--- config.mk ---
export PLATFORM = sky130hd
export DESIGN_NAME = pc_fetch_controller_flat
export DESIGN_NICKNAME = d
export VERILOG_FILES = /design/src/rtl/pc_fetch_controller_if.sv /design/src/rtl/pc_fetch_controller.sv /design/src/flat_wrapper.sv
export SDC_FILE = /design/constraint.sdc
export NUM_CORES = 1
export LEC_CHECK = 0
export ABC_AREA = 1
export CORE_MARGIN = 4
export CORE_UTILIZATION = 48
export CTS_BUF_LIST = sky130_fd_sc_hd__clkbuf_2 sky130_fd_sc_hd__clkbuf_4 sky130_fd_sc_hd__clkbuf_8
export DETAILED_ROUTE_END_ITERATION = 10
export PLACE_DENSITY_LB_ADDON = 0.15
export SETUP_SLACK_MARGIN = 0.02
export SYNTH_ARGS = -nofsm -noshare
export SYNTH_HDL_FRONTEND = slang
export SYNTH_SLANG_ARGS = --single-unit
--- constraint.sdc ---
create_clock -name clk -period 2.15 [get_ports clk]
set_input_delay 0.43 -clock clk [delete_from_list [all_inputs] [get_ports clk]]
set_output_delay 0.43 -clock clk [all_outputs]
set_load 0.005 [all_outputs]
--- src/rtl/pc_fetch_controller_if.sv ---
// Instruction-memory fetch channel: one outstanding request, req/ack handshake.
interface pc_fetch_controller_if #(
  parameter int unsigned ADDR_W = 32
);
  localparam int unsigned INSTR_W = 32;

  logic              imem_req;
  logic [ADDR_W-1:0] imem_addr;
  logic              imem_ack;
  logic [INSTR_W-1:0] imem_rdata;

  modport master (output imem_req, imem_addr, input imem_ack, imem_rdata);
  modport slave  (input imem_req, imem_addr, output imem_ack, imem_rdata);
endinterface

--- src/rtl/pc_fetch_controller.sv ---
// PC register and fetch sequencer: enable-based IDLE/WAIT/HALT FSM with
// redirect handling, merged halt sources and single-outstanding fetch.
module pc_fetch_controller #(
  parameter int unsigned       ADDR_W     = 32,
  parameter logic [ADDR_W-1:0] RESET_PC   = '0,
  parameter int unsigned       INSTR_STEP = 4
) (
  input  logic                clk,
  input  logic                reset,
  input  logic                halt_ext,
  input  logic                halt_int,
  input  logic                resume,
  input  logic                stall,
  input  logic                redirect_valid,
  input  logic [ADDR_W-1:0]   redirect_addr,
  pc_fetch_controller_if.master imem,
  output logic [ADDR_W-1:0]   pc,
  output logic                instr_valid,
  output logic [31:0]         instr,
  output logic [ADDR_W-1:0]   instr_pc,
  output logic                halted
);

  localparam int unsigned INSTR_W = 32;

  typedef enum logic [1:0] {
    ST_IDLE = 2'd0,
    ST_WAIT = 2'd1,
    ST_HALT = 2'd2
  } state_t;

  state_t              state_q, state_d;
  logic [ADDR_W-1:0]   pc_d;
  logic [INSTR_W-1:0]  instr_d;
  logic [ADDR_W-1:0]   instr_pc_d;
  logic                instr_valid_d;
  logic                halt_latch_q, halt_latch_d;
  logic                redirect_pending_q, redirect_pending_d;
  logic [ADDR_W-1:0]   redirect_target_q, redirect_target_d;
  logic                halt_any;

  // Latched internal halt participates only from the cycle after the pulse.
  assign halt_any       = halt_ext | halt_latch_q;
  assign halted         = (state_q == ST_HALT);
  assign imem.imem_req  = (state_q == ST_WAIT);
  assign imem.imem_addr = pc;

  always_comb begin
    state_d            = state_q;
    pc_d               = pc;
    instr_d            = instr;
    instr_pc_d         = instr_pc;
    instr_valid_d      = 1'b0;
    redirect_pending_d = redirect_pending_q;
    redirect_target_d  = redirect_target_q;
    halt_latch_d       = halt_latch_q;

    if (halt_int) begin
      halt_latch_d = 1'b1;
    end else if (resume) begin
      halt_latch_d = 1'b0;
    end

    unique case (state_q)
      ST_IDLE: begin
        if (redirect_valid) pc_d = redirect_addr;
        if (halt_any) begin
          state_d = ST_HALT;
        end else if (!stall) begin
          state_d = ST_WAIT;
        end
      end
      ST_WAIT: begin
        if (imem.imem_ack) begin
          redirect_pending_d = 1'b0;
          state_d            = halt_any ? ST_HALT : ST_IDLE;
          // A redirect seen during the fetch discards the returned word.
          if (redirect_valid) begin
            pc_d = redirect_addr;
          end else if (redirect_pending_q) begin
            pc_d = redirect_target_q;
          end else begin
            pc_d          = pc + ADDR_W'(INSTR_STEP);
            instr_d       = imem.imem_rdata;
            instr_pc_d    = pc;
            instr_valid_d = 1'b1;
          end
        end else if (redirect_valid) begin
          redirect_pending_d = 1'b1;
          redirect_target_d  = redirect_addr;
        end
      end
      ST_HALT: begin
        if (redirect_valid) pc_d = redirect_addr;
        if (!halt_any) state_d = ST_IDLE;
      end
      default: state_d = ST_IDLE;
    endcase
  end

  always_ff @(posedge clk) begin
    if (reset) begin
      state_q            <= ST_IDLE;
      pc                 <= RESET_PC;
      instr              <= '0;
      instr_pc           <= '0;
      instr_valid        <= 1'b0;
      halt_latch_q       <= 1'b0;
      redirect_pending_q <= 1'b0;
      redirect_target_q  <= '0;
    end else begin
      state_q            <= state_d;
      pc                 <= pc_d;
      instr              <= instr_d;
      instr_pc           <= instr_pc_d;
      instr_valid        <= instr_valid_d;
      halt_latch_q       <= halt_latch_d;
      redirect_pending_q <= redirect_pending_d;
      redirect_target_q  <= redirect_target_d;
    end
  end

endmodule
--- src/flat_wrapper.sv ---
// flat-port wrapper written by rule: the top's interface ports become plain ports
module pc_fetch_controller_flat 
#(
  parameter int unsigned       ADDR_W     = 32,
  parameter logic [ADDR_W-1:0] RESET_PC   = '0,
  parameter int unsigned       INSTR_STEP = 4
)
  (clk, reset, halt_ext, halt_int, resume, stall, redirect_valid, redirect_addr, pc, instr_valid, instr, instr_pc, halted, imem_imem_req, imem_imem_addr, imem_imem_ack, imem_imem_rdata);
  pc_fetch_controller_if #(.ADDR_W(ADDR_W)) imem_i ();
  input  logic clk;
  input  logic reset;
  input  logic halt_ext;
  input  logic halt_int;
  input  logic resume;
  input  logic stall;
  input  logic redirect_valid;
  input  logic [ADDR_W-1:0] redirect_addr;
  output logic [ADDR_W-1:0] pc;
  output logic instr_valid;
  output logic [31:0] instr;
  output logic [ADDR_W-1:0] instr_pc;
  output logic halted;
  output wire logic [$bits(imem_i.imem_req)-1:0] imem_imem_req;
  output wire logic [$bits(imem_i.imem_addr)-1:0] imem_imem_addr;
  input wire logic [$bits(imem_i.imem_ack)-1:0] imem_imem_ack;
  input wire logic [$bits(imem_i.imem_rdata)-1:0] imem_imem_rdata;
  assign imem_imem_req = imem_i.imem_req;
  assign imem_imem_addr = imem_i.imem_addr;
  assign imem_i.imem_ack = imem_imem_ack;
  assign imem_i.imem_rdata = imem_imem_rdata;
  pc_fetch_controller #(.ADDR_W(ADDR_W), .RESET_PC(RESET_PC), .INSTR_STEP(INSTR_STEP)) u_core (.clk(clk), .reset(reset), .halt_ext(halt_ext), .halt_int(halt_int), .resume(resume), .stall(stall), .redirect_valid(redirect_valid), .redirect_addr(redirect_addr), .imem(imem_i), .pc(pc), .instr_valid(instr_valid), .instr(instr), .instr_pc(instr_pc), .halted(halted));
endmodule
==> key figures, run 1 <==
Outcome
  – Result of the run: finished, final reports clean

Logic synthesis
  – Post-synthesis sequential element count: 133
  – Seq/Total Area, Yosys: 42.09%
  – Library cell with the largest summed area after synthesis: sky130_fd_sc_hd__dfxtp_1
  – Area share of the leading cell type in the synthesized netlist: 42.09%
  – Main area contributors after synthesis: sky130_fd_sc_hd__dfxtp_1, sky130_fd_sc_hd__nor2_1, sky130_fd_sc_hd__o21ai_0, sky130_fd_sc_hd__a21oi_1, sky130_fd_sc_hd__nand2_1
  – Distinct cells, synth: 28
  – Total standard cell area after synthesis: 6326 um2
  – Instance count of the mapped netlist: 933
  – Number of nets produced by synthesis: 1006
  – Yosys warning count: 0
  – Average cell area after synthesis: 6.780 um2

STA
  – Achievable Freq: 486.6 MHz
  – Number of hold-slack violations in the final timing report: 0
  – Worst-case headroom to the max-slew limit: 71.58%
  – Final sum of negative setup slack: 0 ns
  – Number of setup violations in the final report: 0
  – Worst Max-Slew Pin Slew: 0.4257 ns
  – Hold Worst Slack: 0.4539 ns
  – Clock Skews: 0.01242 ns
  – Time the worst path needs with I/O delays and setup: 2.055 ns
  – Count of pins over their slew limit: 0
  – Portion of the clock cycle consumed by the worst path in the final layout: 95.59%
  – Unrepaired setup endpoints after global routing: false

Pwr
  – PwrDens: 645.0 nW/um2
  – Static leakage: 3.655 nW
  – Peak supply drop: 482.5 uV

Placed design
  – Number of I/O port buffers: 202
  – Routability cong.: 0.9405
  – DPL Wire Length: 13320 um

CTS
  – Level count of the clock H-tree: 4
  – Postcts setup bufs: 0
  – Clock tree from TritonCTS: yes
  – CTS Root Cell: sky130_fd_sc_hd__clkbuf_8
  – Clock transition at the registers of the reported paths: 0.08 ns
  – Clock net sink count: 133
  – Total CTS buffers: 17
  – Clock latency reported for the late side of the worst-skew pair: 0.45 ns
  – Largest buffer count on any clock path: 2

Setup path
  – Buffers plus inverters on the worst setup path: 1
  – Critical register-to-register path endpoint: u_core.imem.imem_addr[30]
  – Critical-path top delay cell: sky130_fd_sc_hd__dfxtp_1
  – Worst setup slack for register-to-register paths: 0.33 ns
  – Startpoint of the worst-slack reg-to-reg timing path: u_core.imem.imem_addr[10]
  – Setup crit start kind: flop
  – Setup Crit Path Kind: reg2out
  – Crit path arrival time: 1.63 ns
  – Data required, critical path: 1.72 ns
  – Critical-path maximum fanout: 7
  – Slowest stage delay, CP: 0.59 ns
  – Number of cells on the worst reg-to-reg path: 9
  – CP delay by family, top: flip-flops
  – Setup crit end kind: output port
  – Worst path depth: 1
  – Critical Path, Cell by Cell: clkdlybuf4s50_1

Floorplan
  – Initial core utilization: 49.52%
  – Width of the die: 122.8 um
  – Height of the die: 122.8 um
  – Number of top-level design ports: 203
  – Number of rows in the core area: 41
  – Die ar.: 15080 um2
  – Floorplan Core Area: 12770 um2

Route
  – Met3 wire length: 1639 um
  – Average detailed-routed wire length per instance: 14.60 um
  – Number of optimization iterations in the first detailed-route pass: 5
  – Routed length on met2: 7985 um
  – Number of nets still failing antenna checks after routing: 0
  – Top routing layer in use: met4
  – Detailed-route vias per instance: 5.085
  – Violation count after the first detailed-routing iteration: 615
  – DRC viols: 0
  – Met1 routed wirelength after detailed routing: 8753 um
  – Sum of routed wire length over all layers: 18610 um
  – Vias: 6484

Worst hold path
  – Hold path startpoint: u_core.redirect_target_q[5]
  – Capture endpoint of the worst hold path: u_core.redirect_target_q[5]
  – Hold Path Class: reg2reg
  – Hold Crit Depth: 2

Global route
  – Via count of the first global-routing pass: 5814
  – Grt ovf: 0
  – Largest net degree at the start of global routing: 81
  – Aggregate global-route resource usage: 24.60%
  – Wire length of the first global-routing pass: 29210 um
  – Number of antenna violations at the first check in global routing: 0

Final layout
  – Final antenna diode count: 0
  – Total area of sequential cells: 2664 um2
  – Layout cells sized above 1: 6.256%
  – Fill cells: 1165
  – Area occupied by multi-input gates: 2850 um2
  – # nets final: 1163
  – Synthesis-to-layout area growth: 36.69%

Job
  – Max_cap viols: 0
==> cell type report <==
cell class,count,area share [%]
Multi-Input combinational cell,631,32.96
Sequential cell,133,30.81
Timing Repair Buffer,221,25.90
Inverter,86,3.733
Clock buffer,18,2.793
Tap cell,172,2.489
Clock inverter,14,1.317
==> through the flow <==
step	utilization (%)	setup slack (ns)	total power [W]	instances	instance area, um2
floorplan	-	0.5832	0.003182	933	6326
global placement	64.90	0.1938	0.003696	1243	8290
detailed placement	64.90	0.1406	0.003706	1243	8290
CTS	67.69	0.05833	0.005599	1275	8646
global route	67.70	0.02447	0.005847	1275	8647
finish	67.70	0.09478	0.005578	1275	8647
==> state kept, by name, summed over array words and instances, names as in the netlist <==
| register | count |
|---|---|
| u_core.halt_latch_q | 1 |
| u_core.imem.imem_addr | 32 |
| u_core.instr | 32 |
| u_core.instr_pc | 32 |
| u_core.instr_valid | 1 |
| u_core.redirect_pending_q | 1 |
| u_core.redirect_target_q | 32 |
| u_core.state_q | 2 |
==> cells by family after synthesis <==
logic type,Yosys count,synth area share (%)
DFF,133,42.09
adders and majority gates,1,0.1978
AOI/OAI and AO/OA,267,21.36
and+or+nand+nor,359,22.94
buffers and inverters,169,12.86
xor gates and xnor gates,4,0.5539
==> per-layer routing <==
layer / vias to the layer above / track usage (%)
met3: 21 / 5.945
met4: 0 / 7.068
met1: 2913 / 35.64
met5: - / 0
li1: 3299 / -
met2: 251 / 36.32
==> layout by cell type (no fill, tap or decap), drive strengths merged <==
master         netlist  routed
clkdlybuf4s50        0     202
nand4                1       1
dfxtp              133     133
nand2              113     113
buf                 54      19
xnor2                2       2
inv                 86      86
o22ai                3       3
ha                   1       1
clkinv               0      10
nor2               202     202
a21oi               87      87
xor2                 2       2
o21ai              173     173
nor3                 1       1
clkbuf              29      18
a2111oi              1       1
clkinvlp             0       3
or2                  5       5
bufinv               0       1
a31oi                3       3
nand3               37      37
==> power by group <==
group          switching, W  internal [W]  leakage (nW)  total, W
Clock               0.00101      0.000912         0.181   0.00192
Combinational      0.000418      0.000512          2.39  0.000930
Sequential         0.000154       0.00257          1.08   0.00273
Total               0.00158       0.00400          3.65   0.00558
==> what timing repair did <==
| item | CTS | global route |
|---|---|---|
| hold buffers | 0 | 0 |
| resized for setup | 0 | 1 |
| setup endpoints to repair | 0 | 1 |
==> cell usage after synthesis <==
library cell,instances
sky130_fd_sc_hd__a2111oi_0,1
sky130_fd_sc_hd__buf_6,5
sky130_fd_sc_hd__a21oi_1,87
sky130_fd_sc_hd__nand2_1,112
sky130_fd_sc_hd__nor2_4,2
sky130_fd_sc_hd__nor3_4,1
sky130_fd_sc_hd__inv_1,83
sky130_fd_sc_hd__nand2_2,1
sky130_fd_sc_hd__o22ai_1,3
sky130_fd_sc_hd__a31oi_1,3
sky130_fd_sc_hd__buf_2,17
sky130_fd_sc_hd__dfxtp_1,133
sky130_fd_sc_hd__xnor2_1,2
sky130_fd_sc_hd__buf_4,32
sky130_fd_sc_hd__or2_2,4
sky130_fd_sc_hd__nand3_2,1
sky130_fd_sc_hd__nor2_1,197
sky130_fd_sc_hd__nor2_2,3
sky130_fd_sc_hd__or2_0,1
sky130_fd_sc_hd__xor2_1,2
sky130_fd_sc_hd__o21ai_2,1
sky130_fd_sc_hd__ha_1,1
sky130_fd_sc_hd__clkbuf_1,29
sky130_fd_sc_hd__o21ai_0,131
sky130_fd_sc_hd__o21ai_1,41
sky130_fd_sc_hd__nand3_1,36
sky130_fd_sc_hd__inv_2,3
sky130_fd_sc_hd__nand4_1,1
==> worst max-delay path by stage <==
stage	from	to	slack, ns
CTS	u_core.state_q[0]	imem_imem_req	0.06
floorplan	u_core.imem.imem_addr[2]	u_core.imem.imem_addr[12]	0.58
finish	u_core.imem.imem_addr[10]	imem_imem_addr[10]	0.09
detailed placement	imem_imem_ack	u_core.instr_pc[29]	0.14
global placement	imem_imem_ack	u_core.instr_pc[31]	0.19
global route	u_core.imem.imem_addr[10]	imem_imem_addr[10]	0.02
No activity file was read; power rests on OpenSTA's default activity.
==> run 2, diff against run 1 <==
SLEW_MARGIN = 20   (was not set)
==> results of run 2 <==
Final layout, timing and power as in run 1 (identical DEF).
